$ cat config.mk
export PLATFORM = sky130hd
export DESIGN_NAME = fifo_wr_arbiter_flat
export DESIGN_NICKNAME = d
export VERILOG_FILES = /design/src/rtl/fifo_arb_pkg.sv /design/src/rtl/fifo_wr_arbiter_if.sv /design/src/rtl/fifo_rr_pick.sv /design/src/rtl/fifo_wr_arbiter_chk.sv /design/src/rtl/fifo_wr_arbiter.sv /design/src/flat_wrapper.sv
export SDC_FILE = /design/constraint.sdc
export NUM_CORES = 1
export LEC_CHECK = 0
export BUFFER_PORTS_ARGS = -buffer_cell sky130_fd_sc_hd__buf_2
export CORE_UTILIZATION = 42
export CTS_BUF_LIST = sky130_fd_sc_hd__clkbuf_4 sky130_fd_sc_hd__clkbuf_8 sky130_fd_sc_hd__clkbuf_16
export DETAILED_ROUTE_END_ITERATION = 7
export PLACE_DENSITY = 0.74
export SLEW_MARGIN = 15
export SYNTH_ARGS = -nofsm -noshare
export SYNTH_HDL_FRONTEND = slang
export SYNTH_SLANG_ARGS = --single-unit
$ cat constraint.sdc
create_clock -name wrclk -period 2.9 [get_ports wrclk]
set_input_delay 0.145 -clock wrclk [delete_from_list [all_inputs] [get_ports wrclk]]
set_output_delay 0.145 -clock wrclk [all_outputs]
set_load 0.05 [all_outputs]
$ cat src/rtl/fifo_arb_pkg.sv
// Types, constants and the round-robin helper shared by the FIFO write-port arbiter.
package fifo_arb_pkg;

    typedef enum logic [0:0] {
        IDLE  = 1'b0,
        BURST = 1'b1
    } arb_state_e;

    localparam int STALL_CNT_W = 16;
    localparam int MAX_REQ     = 16;
    localparam int MAX_ID_W    = 4;

    // Winner is the first valid index after last_id, wrapping modulo num_req.
    // Scanning from the far end lets the nearest valid index overwrite the result.
    function automatic logic [MAX_ID_W-1:0] rr_next(
        input logic [MAX_REQ-1:0] valid,
        input int unsigned        last_id,
        input int unsigned        num_req
    );
        logic [MAX_ID_W-1:0] idx;
        rr_next = {MAX_ID_W{1'b0}};
        for (int unsigned k = MAX_REQ; k >= 1; k--) begin
            if (k <= num_req) begin
                idx = MAX_ID_W'((last_id + k) % num_req);
                if (valid[idx]) begin
                    rr_next = idx;
                end
            end
        end
    endfunction

endpackage

$ cat src/rtl/fifo_wr_arbiter_if.sv
// Producer-side handshake and FIFO write-port bundle for the write-port arbiter.
interface fifo_wr_arbiter_if #(
    parameter int NUM_REQ    = 4,
    parameter int DATA_WIDTH = 8
);
    logic [NUM_REQ-1:0]            req_valid;
    logic [NUM_REQ-1:0]            req_last;
    logic [NUM_REQ*DATA_WIDTH-1:0] req_data;
    logic [NUM_REQ-1:0]            req_ready;
    logic                          fifo_full;
    logic                          fifo_wr_en;
    logic [DATA_WIDTH-1:0]         fifo_wdata;

    modport master (
        output req_valid, req_last, req_data, fifo_full,
        input  req_ready, fifo_wr_en, fifo_wdata
    );

    modport slave (
        input  req_valid, req_last, req_data, fifo_full,
        output req_ready, fifo_wr_en, fifo_wdata
    );
endinterface

$ cat src/rtl/fifo_rr_pick.sv
// Combinational round-robin picker: first valid requester after last_id.
module fifo_rr_pick
    import fifo_arb_pkg::*;
#(
    parameter int NUM_REQ  = 4,
    parameter int ID_WIDTH = $clog2(NUM_REQ)
) (
    input  logic [NUM_REQ-1:0]  valid,
    input  logic [ID_WIDTH-1:0] last_id,
    output logic                any_valid,
    output logic [ID_WIDTH-1:0] win_id
);
    logic [MAX_REQ-1:0] valid_ext_s;

    // Zero-extend the request vector so the shared helper sees a fixed width.
    always_comb begin
        valid_ext_s              = {MAX_REQ{1'b0}};
        valid_ext_s[NUM_REQ-1:0] = valid;
        any_valid                = |valid;
        win_id                   = ID_WIDTH'(rr_next(valid_ext_s, 32'(last_id), 32'(NUM_REQ)));
    end
endmodule

$ cat src/rtl/fifo_wr_arbiter_chk.sv
// Safety properties of the arbiter write port.
module fifo_wr_arbiter_chk #(
    parameter int NUM_REQ = 4
) (
    input logic               wrclk,
    input logic               rdrst_n,
    input logic               fifo_full,
    input logic               fifo_wr_en,
    input logic [NUM_REQ-1:0] req_ready
);
    a_no_write_when_full: assert property (@(posedge wrclk) disable iff (!rdrst_n)
        !(fifo_wr_en && fifo_full));

    a_ready_onehot0: assert property (@(posedge wrclk) disable iff (!rdrst_n)
        $onehot0(req_ready));
endmodule

$ cat src/rtl/fifo_wr_arbiter.sv
// Round-robin burst arbiter sharing one async-FIFO write port among NUM_REQ producers.
module fifo_wr_arbiter
    import fifo_arb_pkg::*;
#(
    parameter int NUM_REQ    = 4,
    parameter int DATA_WIDTH = 8,
    parameter int MAX_BURST  = 4,
    parameter int ID_WIDTH   = $clog2(NUM_REQ)
) (
    input  logic                   wrclk,
    input  logic                   rdrst_n,
    fifo_wr_arbiter_if.slave       bus,
    output logic                   grant_active,
    output logic [ID_WIDTH-1:0]    grant_id,
    output logic [STALL_CNT_W-1:0] stall_cnt
);
    localparam int BEAT_W = $clog2(MAX_BURST);

    arb_state_e             state_r, state_nxt_s;
    logic [ID_WIDTH-1:0]    grant_id_r, grant_id_nxt_s;
    logic [ID_WIDTH-1:0]    last_id_r, last_id_nxt_s;
    logic [BEAT_W-1:0]      beat_cnt_r, beat_cnt_nxt_s;
    logic                   grant_active_r, grant_active_nxt_s;
    logic [STALL_CNT_W-1:0] stall_cnt_r, stall_cnt_nxt_s;
    logic                   any_valid_s, accept_s, burst_end_s, stall_s;
    logic [ID_WIDTH-1:0]    win_id_s;
    logic [NUM_REQ-1:0]     req_ready_s;
    logic [DATA_WIDTH-1:0]  wdata_s;
    logic [DATA_WIDTH-1:0]  req_beat_s [NUM_REQ];

    for (genvar i = 0; i < NUM_REQ; i++) begin : g_beat
        assign req_beat_s[i] = bus.req_data[i*DATA_WIDTH +: DATA_WIDTH];
    end

    fifo_rr_pick #(
        .NUM_REQ  (NUM_REQ),
        .ID_WIDTH (ID_WIDTH)
    ) u_pick (
        .valid     (bus.req_valid),
        .last_id   (last_id_r),
        .any_valid (any_valid_s),
        .win_id    (win_id_s)
    );

    // Next-state decode plus the same-cycle handshake and FIFO write-port mux.
    always_comb begin
        state_nxt_s        = state_r;
        grant_id_nxt_s     = grant_id_r;
        last_id_nxt_s      = last_id_r;
        beat_cnt_nxt_s     = beat_cnt_r;
        grant_active_nxt_s = grant_active_r;
        accept_s           = 1'b0;
        burst_end_s        = 1'b0;
        stall_s            = 1'b0;
        req_ready_s        = {NUM_REQ{1'b0}};
        wdata_s            = {DATA_WIDTH{1'b0}};
        case (state_r)
            IDLE: begin
                if (any_valid_s) begin
                    state_nxt_s        = BURST;
                    grant_id_nxt_s     = win_id_s;
                    beat_cnt_nxt_s     = {BEAT_W{1'b0}};
                    grant_active_nxt_s = 1'b1;
                end else begin
                    state_nxt_s = IDLE;
                end
            end
            BURST: begin
                // fifo_full gates the write in the same cycle; nothing is buffered here.
                req_ready_s[grant_id_r] = ~bus.fifo_full;
                accept_s    = bus.req_valid[grant_id_r] & ~bus.fifo_full;
                stall_s     = bus.req_valid[grant_id_r] & bus.fifo_full;
                wdata_s     = req_beat_s[grant_id_r];
                burst_end_s = accept_s & (bus.req_last[grant_id_r] |
                                          (beat_cnt_r == BEAT_W'(MAX_BURST - 1)));
                if (burst_end_s) begin
                    state_nxt_s        = IDLE;
                    last_id_nxt_s      = grant_id_r;
                    grant_active_nxt_s = 1'b0;
                end else if (accept_s) begin
                    beat_cnt_nxt_s = beat_cnt_r + BEAT_W'(1'b1);
                end else begin
                    state_nxt_s = BURST;
                end
            end
            default: begin
                state_nxt_s        = IDLE;
                grant_active_nxt_s = 1'b0;
            end
        endcase
    end

    // Stall counter saturates instead of wrapping.
    always_comb begin
        if (stall_s && (stall_cnt_r != {STALL_CNT_W{1'b1}})) begin
            stall_cnt_nxt_s = stall_cnt_r + STALL_CNT_W'(1'b1);
        end else begin
            stall_cnt_nxt_s = stall_cnt_r;
        end
    end

    // State and counter registers; reset abandons any burst in flight.
    always_ff @(posedge wrclk or negedge rdrst_n) begin
        if (!rdrst_n) begin
            state_r        <= IDLE;
            grant_id_r     <= {ID_WIDTH{1'b0}};
            last_id_r      <= ID_WIDTH'(NUM_REQ - 1);
            beat_cnt_r     <= {BEAT_W{1'b0}};
            grant_active_r <= 1'b0;
            stall_cnt_r    <= {STALL_CNT_W{1'b0}};
        end else begin
            state_r        <= state_nxt_s;
            grant_id_r     <= grant_id_nxt_s;
            last_id_r      <= last_id_nxt_s;
            beat_cnt_r     <= beat_cnt_nxt_s;
            grant_active_r <= grant_active_nxt_s;
            stall_cnt_r    <= stall_cnt_nxt_s;
        end
    end

    assign bus.req_ready  = req_ready_s;
    assign bus.fifo_wr_en = accept_s;
    assign bus.fifo_wdata = wdata_s;
    assign grant_active   = grant_active_r;
    assign grant_id       = grant_id_r;
    assign stall_cnt      = stall_cnt_r;

    fifo_wr_arbiter_chk #(
        .NUM_REQ (NUM_REQ)
    ) u_chk (
        .wrclk      (wrclk),
        .rdrst_n    (rdrst_n),
        .fifo_full  (bus.fifo_full),
        .fifo_wr_en (accept_s),
        .req_ready  (req_ready_s)
    );
endmodule

$ cat src/flat_wrapper.sv
// flat-port wrapper written by rule: the top's interface ports become plain ports
module fifo_wr_arbiter_flat import fifo_arb_pkg::*;
#(
    parameter int NUM_REQ    = 4,
    parameter int DATA_WIDTH = 8,
    parameter int MAX_BURST  = 4,
    parameter int ID_WIDTH   = $clog2(NUM_REQ)
)
  (wrclk, rdrst_n, grant_active, grant_id, stall_cnt, bus_req_valid, bus_req_last, bus_req_data, bus_fifo_full, bus_req_ready, bus_fifo_wr_en, bus_fifo_wdata);
  fifo_wr_arbiter_if #(.NUM_REQ(NUM_REQ), .DATA_WIDTH(DATA_WIDTH)) bus_i ();
  input  logic wrclk;
  input  logic rdrst_n;
  output logic grant_active;
  output logic [ID_WIDTH-1:0] grant_id;
  output logic [STALL_CNT_W-1:0] stall_cnt;
  input wire logic [$bits(bus_i.req_valid)-1:0] bus_req_valid;
  input wire logic [$bits(bus_i.req_last)-1:0] bus_req_last;
  input wire logic [$bits(bus_i.req_data)-1:0] bus_req_data;
  input wire logic [$bits(bus_i.fifo_full)-1:0] bus_fifo_full;
  output wire logic [$bits(bus_i.req_ready)-1:0] bus_req_ready;
  output wire logic [$bits(bus_i.fifo_wr_en)-1:0] bus_fifo_wr_en;
  output wire logic [$bits(bus_i.fifo_wdata)-1:0] bus_fifo_wdata;
  assign bus_i.req_valid = bus_req_valid;
  assign bus_i.req_last = bus_req_last;
  assign bus_i.req_data = bus_req_data;
  assign bus_i.fifo_full = bus_fifo_full;
  assign bus_req_ready = bus_i.req_ready;
  assign bus_fifo_wr_en = bus_i.fifo_wr_en;
  assign bus_fifo_wdata = bus_i.fifo_wdata;
  fifo_wr_arbiter #(.NUM_REQ(NUM_REQ), .DATA_WIDTH(DATA_WIDTH), .MAX_BURST(MAX_BURST), .ID_WIDTH(ID_WIDTH)) u_core (.wrclk(wrclk), .rdrst_n(rdrst_n), .bus(bus_i), .grant_active(grant_active), .grant_id(grant_id), .stall_cnt(stall_cnt));
endmodule
After elaboration in Yosys (flattened, before gate mapping)
Index checks and enable logic that the tools add are counted.
{"block": "op_classes", "n_addsub": 6, "n_lt_le_gt_ge": 7, "n_eq_ne": 6, "n_mux": 35, "bitwise": 8, "n_reduce_logical": 7}
{"cell": "two-way mux 8 bit", "n": 3}
{"cell": "< comparator 2 x 5 -> 1 bit, second input constant", "n": 4}
{"cell": "adder 16 x 1 -> 16 bit, second input constant", "n": 1}
{"cell": "binary-select mux 8 bit (select 2 bit)", "n": 1}
{"cell": "inequality test 16 bit, second input constant", "n": 1}
{"cell": "two-way mux 2 bit", "n": 7}
{"cell": "two-way mux 1 bit", "n": 13}
{"cell": "binary-select mux 1 bit (select 2 bit)", "n": 6}
{"cell": "adder 2 x 1 -> 2 bit, second input constant", "n": 3}
{"cell": "inequality test 2 bit, second input constant", "n": 3}
{"cell": "AND reduction 2 bit", "n": 3}
{"cell": "adder 2 bit, second input constant", "n": 2}
{"cell": "bitwise AND 4 bit", "n": 1}
{"cell": "two-way mux 4 bit", "n": 1}
{"cell": "case mux 1 bit (2 select lines)", "n": 2}
{"cell": "case mux 2 bit (2 select lines)", "n": 1}
{"cell": "OR reduction 4 bit", "n": 1}
{"cell": "bitwise AND 1 bit", "n": 3}
{"cell": ">= comparator 3 bit, second input constant", "n": 1}
{"cell": "< comparator 2 x 3 -> 1 bit, second input constant", "n": 1}
{"cell": "inverter 2 -> 3 bit", "n": 1}
{"cell": "AND reduction 3 bit", "n": 1}
{"cell": "demux 1 bit (select 2 bit)", "n": 1}
{"cell": "equality test 2 bit, second input constant", "n": 1}
{"cell": "5 further kinds", "n": 7}
{"block": "word_totals", "reg_bits": 24, "wordCells": 75}

Depth between registers and ports, before layout
Gate-level depths: netlist (run 1).
{"block": "logic_depth", "word_depth": 7, "ltp_mapped": 7, "ltp_nobuf": 6}

Hierarchy
Synthesis (run 1) repeated with hierarchy kept, for this count alone.
{"block": "hier_totals", "cells_unflattened": 148, "area_unflattened_um2": 1610.3}
{"module": "fifo_wr_arbiter", "instances": 1, "cells_each": 134, "area_each_um2": 1519.0, "seq_area_each_um2": 603.1}
{"module": "fifo_rr_pick", "instances": 1, "cells_each": 14, "area_each_um2": 91.3, "seq_area_each_um2": 0.0}

Worst setup path before layout (run 1)
No wires, ideal clock.
{"block": "synth_timing", "kind": "register -> output", "from": "register u_core.grant_id_r[1], in the netlist u_core.grant_id[1]", "to": "output port bus_req_ready[0]", "arrival_ps": 2542, "required_time_ps": 2755, "setup_slack_ps": 213, "stages_incl_launch_ff": 4, "path_buffers": 2, "path_cell_list": "dfrtp_1 > buf_2 > clkbuf_1 > nor4_1"}
{"block": "synth_via", "elab_chain_len": 6}
{"element": "from (decl)", "line_no": "fifo_wr_arbiter.sv:20", "source": "logic [ID_WIDTH-1:0] grant_id_r, grant_id_nxt_s;"}
{"element": "from (signal assigned)", "line_no": "fifo_wr_arbiter.sv:106", "source": "grant_id_r <= {ID_WIDTH{1'b0}};"}
{"element": "from (signal assigned)", "line_no": "fifo_wr_arbiter.sv:113", "source": "grant_id_r <= grant_id_nxt_s;"}
{"element": "< comparator 2 x 3 -> 1 bit (not written as such) / >= comparator 2 x 1 -> 1 bit (equally long branches)", "line_no": "fifo_wr_arbiter.sv:70", "source": "req_ready_s[grant_id_r] = ~bus.fifo_full;"}
{"element": "logical AND 1 bit (not written as such)", "line_no": "fifo_wr_arbiter.sv:70"}
{"element": "two-way mux 1 bit (not written as such)", "line_no": "fifo_wr_arbiter.sv:70"}
{"element": "demux 1 bit (select 2 bit) *"}
{"element": "bitwise AND 4 bit (no line) *"}
{"element": "two-way mux 4 bit *", "line_no": "fifo_wr_arbiter.sv:57", "source": "case (state_r)"}
{"element": "to (decl)", "line_no": "flat_wrapper.sv:20", "source": "output wire logic [$bits(bus_i.req_ready)-1:0] bus_req_ready;"}
Mark *: on every way between the ends. The rest lies on a longest branch, timed or not.

Worst setup path after layout (run 1)
{"block": "layout_timing", "from": "register u_core.grant_id_r[0], in the netlist u_core.grant_id[0]", "to": "output port bus_fifo_wdata[6]"}
{"block": "layout_via", "elab_chain_len": 5}
{"element": "inverter 2 -> 3 bit (not written as such)", "line_no": "fifo_wr_arbiter.sv:73", "source": "wdata_s = req_beat_s[grant_id_r];"}
{"element": "binary-select mux 8 bit (select 2 bit)", "line_no": "fifo_wr_arbiter.sv:73"}
{"element": "two-way mux 8 bit (not written as such) (2 in a row)", "line_no": "fifo_wr_arbiter.sv:73"}
{"element": "two-way mux 8 bit", "line_no": "fifo_wr_arbiter.sv:57"}
{"element": "to (decl)", "line_no": "flat_wrapper.sv:22", "source": "output wire logic [$bits(bus_i.fifo_wdata)-1:0] bus_fifo_wdata;"}
Every way passes these cells. The select of a mux whose other input is x is not followed.

==> flow_summary.yaml, run 1 <==
run_status:
  status: "finished, final reports clean"
timing:
  final_hold_viol_count: 0
  finalCritPeriodShare_pct: 75.2
  max_freq_mhz: 459
  setup_violations: 0
  worst_pin_slew_ns: 0.607
  rsz0062_at_grt: "false"
  slew_headroom_pct: 59.2
  setup_tns_ns: 0
  fin_hold_ws_ns: 0.109
  finalWorstPathRequiredPeriod_ns: 2.18
  finalMaxSlewViolations: 0
  clock_skew_ns: 0.00229
cts:
  clockRootBuffer: "clkbuf_4"
  cts_buffers: 3
  tritoncts: "done"
  ctsHoldBuffers: 1
  cts.sink_count: 24
  cts.htree.levels: 1
  clk-insertion-delay-late_ns: 0.31
  clkTransAtPathRegs_ns: 0.14
  cts_setup_buffers: 0
  clockBufferDepth: 2
  cts_resized: 0
setup_path:
  crit_required_ns: 2.76
  cp_num_buf_inv: 2
  critical_path_arrival_ns: 2.04
  cp-start-kind: "flop"
  path_max_fanout: 10
  path_cells: "buf_4 > mux4_2 > and2_1 > buf_2"
  cp_top_family: "flip-flops"
  max_stage_delay_ns: 0.58
  worstSetupEndpointType: "primary output"
  criticalPathCategory: "reg -> out"
  crit_path_top_delay_cell: "dfrtp_1"
run:
  maxCapViolCount: 0
place:
  gp_congestion: 0.780
  io_buffers: 74
  dp_hpwl_mm: 2.66
  dp.cells: 252
route:
  wl_per_cell_um: 13.4
  vias_per_cell: 5.16
  drtIter0Drc: 45
  postRouteAntennaNets: 0
  vias: 1325
  drc_errors: 0
  firstDrtPassIters: 4
  drt-total-wl_mm: 3.46
synth:
  ys_ff_latch: 24
  synth_top_area_share_pct: 36.2
  synth_warnings: 0
  synthTopCellsByArea: "dfrtp_1, mux4_2, xnor2_1, mux4_1, and2_1"
  postSynthCellCount: 137
  async_flop_share_pct: 100
  seq_area_frac_synth_pct: 39.6
  synth_enable_flop_cells: 0
  yosys.area.top_type: "dfrtp_1"
  ys_types: 35
  syn_nets: 182
  netlist_area_um2: 1520
  synth-main-ff-cell: "dfrtp_1"
  avgSynthCellArea_um2: 11.1
floorplanning:
  die_area_um2: 3870
  num_io_pins: 75
  fp.dieW_um: 62.2
  num_rows: 21
  fp.dieH_um: 62.2
  core_area_um2: 3420
  start_util_pct: 44.6
power:
  p_sw_mw: 0.983
  combPwrFrac_pct: 58.4
  ir_worst_vdd_mv: 0.617
  swShare_pct: 50.3
  leakage_nw: 0.971
  power_density_nw_per_um2: 985
  p_seq_share_pct: 29.2
  p_int_mw: 0.969
  p_clk_share_pct: 12.4
final_layout:
  stdcell_count: 257
  final_common_cell: "buf_2"
  nets: 257
  areaGrowthSynthToFinish_pct: 30.1
  antenna_cells: 0
  drive_above_1_share_pct: 46.0
  final_cell_mix: "buf_2, dfrtp_1, nand2_1, xnor2_1, nor2_1"
global_route:
  grt_pass1_wl_mm: 5.94
  grt_max_degree: 25
  grt_pass1_vias: 1300
  antenna_found_initial: 0
  track_usage_pct: 19.2
  grt-ovfl-total: 0
min_path:
  hp-class: "in -> reg"
## synthesized netlist by cell type, types with 3 or more instances
cell type  count
nor2_1        10
nand4_1        5
nand3_1        9
o21ai_0        4
and2_1         9
mux4_2         6
a21oi_1        3
inv_1          3
mux4_1         4
nand2_1       13
and3_1         4
dfrtp_1       22
xnor2_1       13
mux2_2         4
## power by group through the flow
stage | Clock (mW) | Combinational, mW | Sequential, mW
global route | 0.267 | 1.21 | 0.595
finish | 0.243 | 1.14 | 0.570
CTS | 0.249 | 1.15 | 0.571
global placement | 0 | 1.13 | 0.572
detailed placement | 0 | 1.14 | 0.579
floorplan | 0 | 0.793 | 0.703
## worst min-delay path: cells and delay by family
kind                   cells  cell delay [ns]
buffers and inverters      1             0.11
AO/OA/AOI/OAI              1             0.09
AND/OR/NAND/NOR            1             0.06
## through the flow
stage | total power, mW | worst slack (ns) | cell area (um2) | utilization, %
after floorplan | 1.50 | 0.213 | 1520 | -
after global placement | 1.70 | 0.886 | 1920 | 56.2
after global routing | 2.07 | 0.596 | 1980 | 58.0
after detailed placement | 1.72 | 0.842 | 1920 | 56.2
after CTS | 1.97 | 0.696 | 1980 | 58.0
final | 1.95 | 0.720 | 1980 | 58.0
## cells by family (layout without fill, tap and decap cells)
| kind of cell | after synthesis | count (layout) | share of synthesized area (%) |
|---|---|---|---|
| compound gates | 13 | 13 | 6.00 |
| xor+xnor | 14 | 14 | 8.05 |
| fa+ha+maj | 2 | 2 | 1.64 |
| buf+inv | 9 | 83 | 3.37 |
| flops | 24 | 24 | 39.6 |
| mux | 17 | 17 | 21.0 |
| simple gates | 58 | 58 | 20.3 |
## metal layers
| metal | routed length (um) | GRT usage, % | part of all wire (%) | vias to the layer above |
|---|---|---|---|---|
| met5 | 0 | 0 | 0 | - |
| met4 | 12 | 5.23 | 0.35 | 0 |
| met3 | 283 | 4.96 | 8.2 | 2 |
| met2 | 1730 | 35.3 | 50 | 56 |
| met1 | 1430 | 21.8 | 41 | 622 |
| li1 | - | - | - | 645 |
## registers in the layout, summed over array words and instances (netlist names)
signal,flops
u_core.stall_cnt,16
u_core.beat_cnt_r,2
u_core.grant_id,2
u_core.last_id_r,2
u_core.grant_active,1
u_core.state_r,1
## worst paths after layout
kind                                      start                   end  slack [ns]  cells past startpoint
max in group asynchronous               rdrst_n   u_core.last_id_r[0]        2.20                      2
min in group asynchronous               rdrst_n  u_core.stall_cnt[10]        0.32                      2
setup / recovery             u_core.grant_id[0]     bus_fifo_wdata[6]        0.72                      4
hold reg to reg            u_core.beat_cnt_r[0]  u_core.beat_cnt_r[0]        0.49                      1
setup reg to reg             u_core.grant_id[1]   u_core.stall_cnt[1]        0.83                      4
hold / removal                 bus_req_valid[2]    u_core.grant_id[1]        0.11                      3
## cell type report
type	instances	area [um2]
tap	46	57.6
clock buffer	3	22.5
multi-input combinational	104	868
timing repair buffer	76	388
fill	316	1440
inverter	3	11.3
clock inverter	1	30.0
sequential	24	603
(Power assumes the default switching activity.)
==> inputs of run 2 (changes only) <==
Settings changed: ABC_AREA set to 1, PLACE_DENSITY 0.74 to 0.7.
Clock period 2.9 ns to 2.1 ns, I/O delays scaled along.
==> flow_summary.yaml, run 2 <==
synth:
  synth_most_common_cell: "nand2_1"
  yosys.area_share.xor_xnor_pct: 6.25
  synth_top_family_by_area: "simple AND/OR/NAND/NOR gates"
  seq_area_frac_synth_pct: 30.7
  netlist_area_um2: 1960
  synthTopCellsByArea: "dfrtp_1, nand2_1, nand2_2, nand3_1, inv_1"
  synth_top_area_share_pct: 28.1
  synth_mux_area_share_pct: 0
  synth_enable_flop_cells: 0
  ys_types: 36
  async_flop_share_pct: 100
  netlist_top_cells_count: "nand2_1, nand2_2, nand3_1"
  syn_nets: 319
  ys_ff_latch: 24
  yosys.area.top_type: "dfrtp_1"
  postSynthCellCount: 274
  avgSynthCellArea_um2: 7.16
  synth-compound-area-share_pct: 10.9
  synth_adder_area_share_pct: 1.28
  synth_warnings: 0
  synthSimpleGateAreaFrac_pct: 41.6
  synth-main-ff-cell: "dfrtp_1"
setup_path:
  r2r_setup_slack_ns: 0.34
  reg2reg_depth: 10
  cp_top_family: "buffers and inverters"
  crit_path_top_delay_cell: "dfrtp_1"
  max_stage_delay_ns: 0.52
  critical_path_arrival_ns: 1.79
  cp-start-kind: "flop"
  path_max_fanout: 9
  crit_required_ns: 2.00
  path_cells: "inv_2 > nand2_1 > clkinv_1 > a22oi_1 > a31oi_1 > buf_2"
  criticalPathCategory: "reg -> out"
  cp_num_buf_inv: 3
  r2r-start: "u_core.stall_cnt[0]"
  r2r_end: "u_core.stall_cnt[10]"
  worstSetupEndpointType: "primary output"
floorplanning:
  core_area_um2: 4410
  num_rows: 24
  start_util_pct: 44.4
  die_area_um2: 4950
  num_io_pins: 75
  fp.dieH_um: 70.3
  fp.dieW_um: 70.3
timing:
  final_hold_viol_count: 0
  finalCritPeriodShare_pct: 90.4
  finalWorstPathRequiredPeriod_ns: 1.90
  finalMaxSlewViolations: 0
  rsz0062_at_grt: "false"
  worst_pin_slew_ns: 0.534
  max_freq_mhz: 527
  clock_skew_ns: 0.00339
  fin_hold_ws_ns: 0.254
  setup_violations: 0
  setup_tns_ns: 0
  slew_headroom_pct: 64.4
power:
  swShare_pct: 59.1
  ir_worst_vdd_mv: 0.532
  p_sw_mw: 1.98
  p_clk_share_pct: 8.6
  total_power_mw: 3.34
  p_seq_share_pct: 22.2
  p_int_mw: 1.37
  combPwrFrac_pct: 69.2
  power_density_nw_per_um2: 1370
  leakage_nw: 1.26
place:
  dp.cells: 400
  dp_hpwl_mm: 3.80
  io_buffers: 74
  gp_congestion: 0.815
global_route:
  grt-ovfl-total: 0
  antenna_found_initial: 0
  grt_pass1_vias: 1840
  grt_max_degree: 25
  grt_pass1_wl_mm: 8.13
  track_usage_pct: 19.9
route:
  firstDrtPassIters: 4
  postRouteAntennaNets: 0
  vias_per_cell: 5.00
  drt-total-wl_mm: 4.78
  drc_errors: 0
  wl_per_cell_um: 11.8
  vias: 2026
  drtIter0Drc: 112
cts:
  cts.htree.levels: 1
  cts_buffers: 3
  cts_resized: 0
  clkTransAtPathRegs_ns: 0.08
  clockBufferDepth: 2
  clockRootBuffer: "clkbuf_8"
  tritoncts: "done"
  clk-insertion-delay-late_ns: 0.26
  cts.sink_count: 24
final_layout:
  nets: 399
  final_common_cell: "nand2_1"
  utilization_pct: 55.2
  antenna_cells: 0
  drive_above_1_share_pct: 37.7
  areaGrowthSynthToFinish_pct: 24.3
  stdcell_count: 405
  largest_reg_flops: 16
  final_cell_mix: "nand2_1, buf_2, nand2_2"
min_path:
  holdPathStages: 4
  hp-class: "in -> reg"
  hold_start: "bus_req_valid[0]"
  min_to: "u_core.state_r"
run_status:
  status: "finished, final reports clean"
run:
  maxCapViolCount: 0
run 2: layer usage:
| layer | track usage, % | vias up | share of wire, % |
|---|---|---|---|
| li1 | - | 1042 | - |
| met1 | 25.8 | 916 | 44 |
| met2 | 35.7 | 61 | 49 |
| met3 | 1.73 | 7 | 5.2 |
| met4 | 4.22 | 0 | 0.94 |
| met5 | 0 | - | 0 |
run 2: layout make-up:
class                      instances  area, um2
inverter                          31        119
multi-input combinational        213       1180
timing repair buffer              81        425
fill                             449       1980
clock buffer                       4       48.8
sequential                        24        603
tap                               52       65.1
run 2: logic make-up after synthesis:
| family | Yosys count |
|---|---|
| and+or+nand+nor | 166 |
| buffers and inverters | 37 |
| AOI/OAI and AO/OA | 31 |
| DFF | 24 |
| xor gates and xnor gates | 14 |
| adders and majority gates | 2 |
run 2: worst max path at each step:
stage               slack [ns]  depth (start not counted)              endpoint                start
finish                    0.20                          6     bus_fifo_wdata[2]   u_core.grant_id[1]
global route              0.02                          6     bus_fifo_wdata[1]   u_core.grant_id[1]
CTS                       0.20                          6     bus_fifo_wdata[2]   u_core.grant_id[1]
detailed placement        0.36                         10  u_core.stall_cnt[11]  u_core.stall_cnt[0]
global placement          0.39                          8    u_core.grant_id[1]  u_core.last_id_r[0]
floorplan                 0.01                          4     bus_fifo_wdata[0]   u_core.grant_id[0]
run 2: repair_timing:
action,in CTS,in global routing
buffers inserted,0,0
hold buffers,1,0
endpoints found under the hold margin,22,0
run 2: worst reg2reg max path, delay by kind of cell (launching register included):
family                   cells  cell delay (ns)
buffers and inverters        1             0.19
flip-flops                   1             0.44
adder cells (fa/ha/maj)      1             0.25
AND/OR/NAND/NOR              8             0.83
run 2: power by group through the flow:
stage                     Clock [mW]  Sequential [mW]  Combinational [mW]
after floorplan                    0            0.925                1.68
after global placement             0            0.750                2.31
after detailed placement           0            0.749                2.33
after CTS                      0.295            0.742                2.33
after global routing           0.311            0.763                2.53
final                          0.286            0.742                2.31
run 2: metrics by stage:
step / instance area (um2) / worst slack (ns)
finish: 2440 / 0.201
floorplan: 1960 / 0.0112
global placement: 2380 / 0.394
CTS: 2440 / 0.198
detailed placement: 2380 / 0.357
global route: 2440 / 0.0163
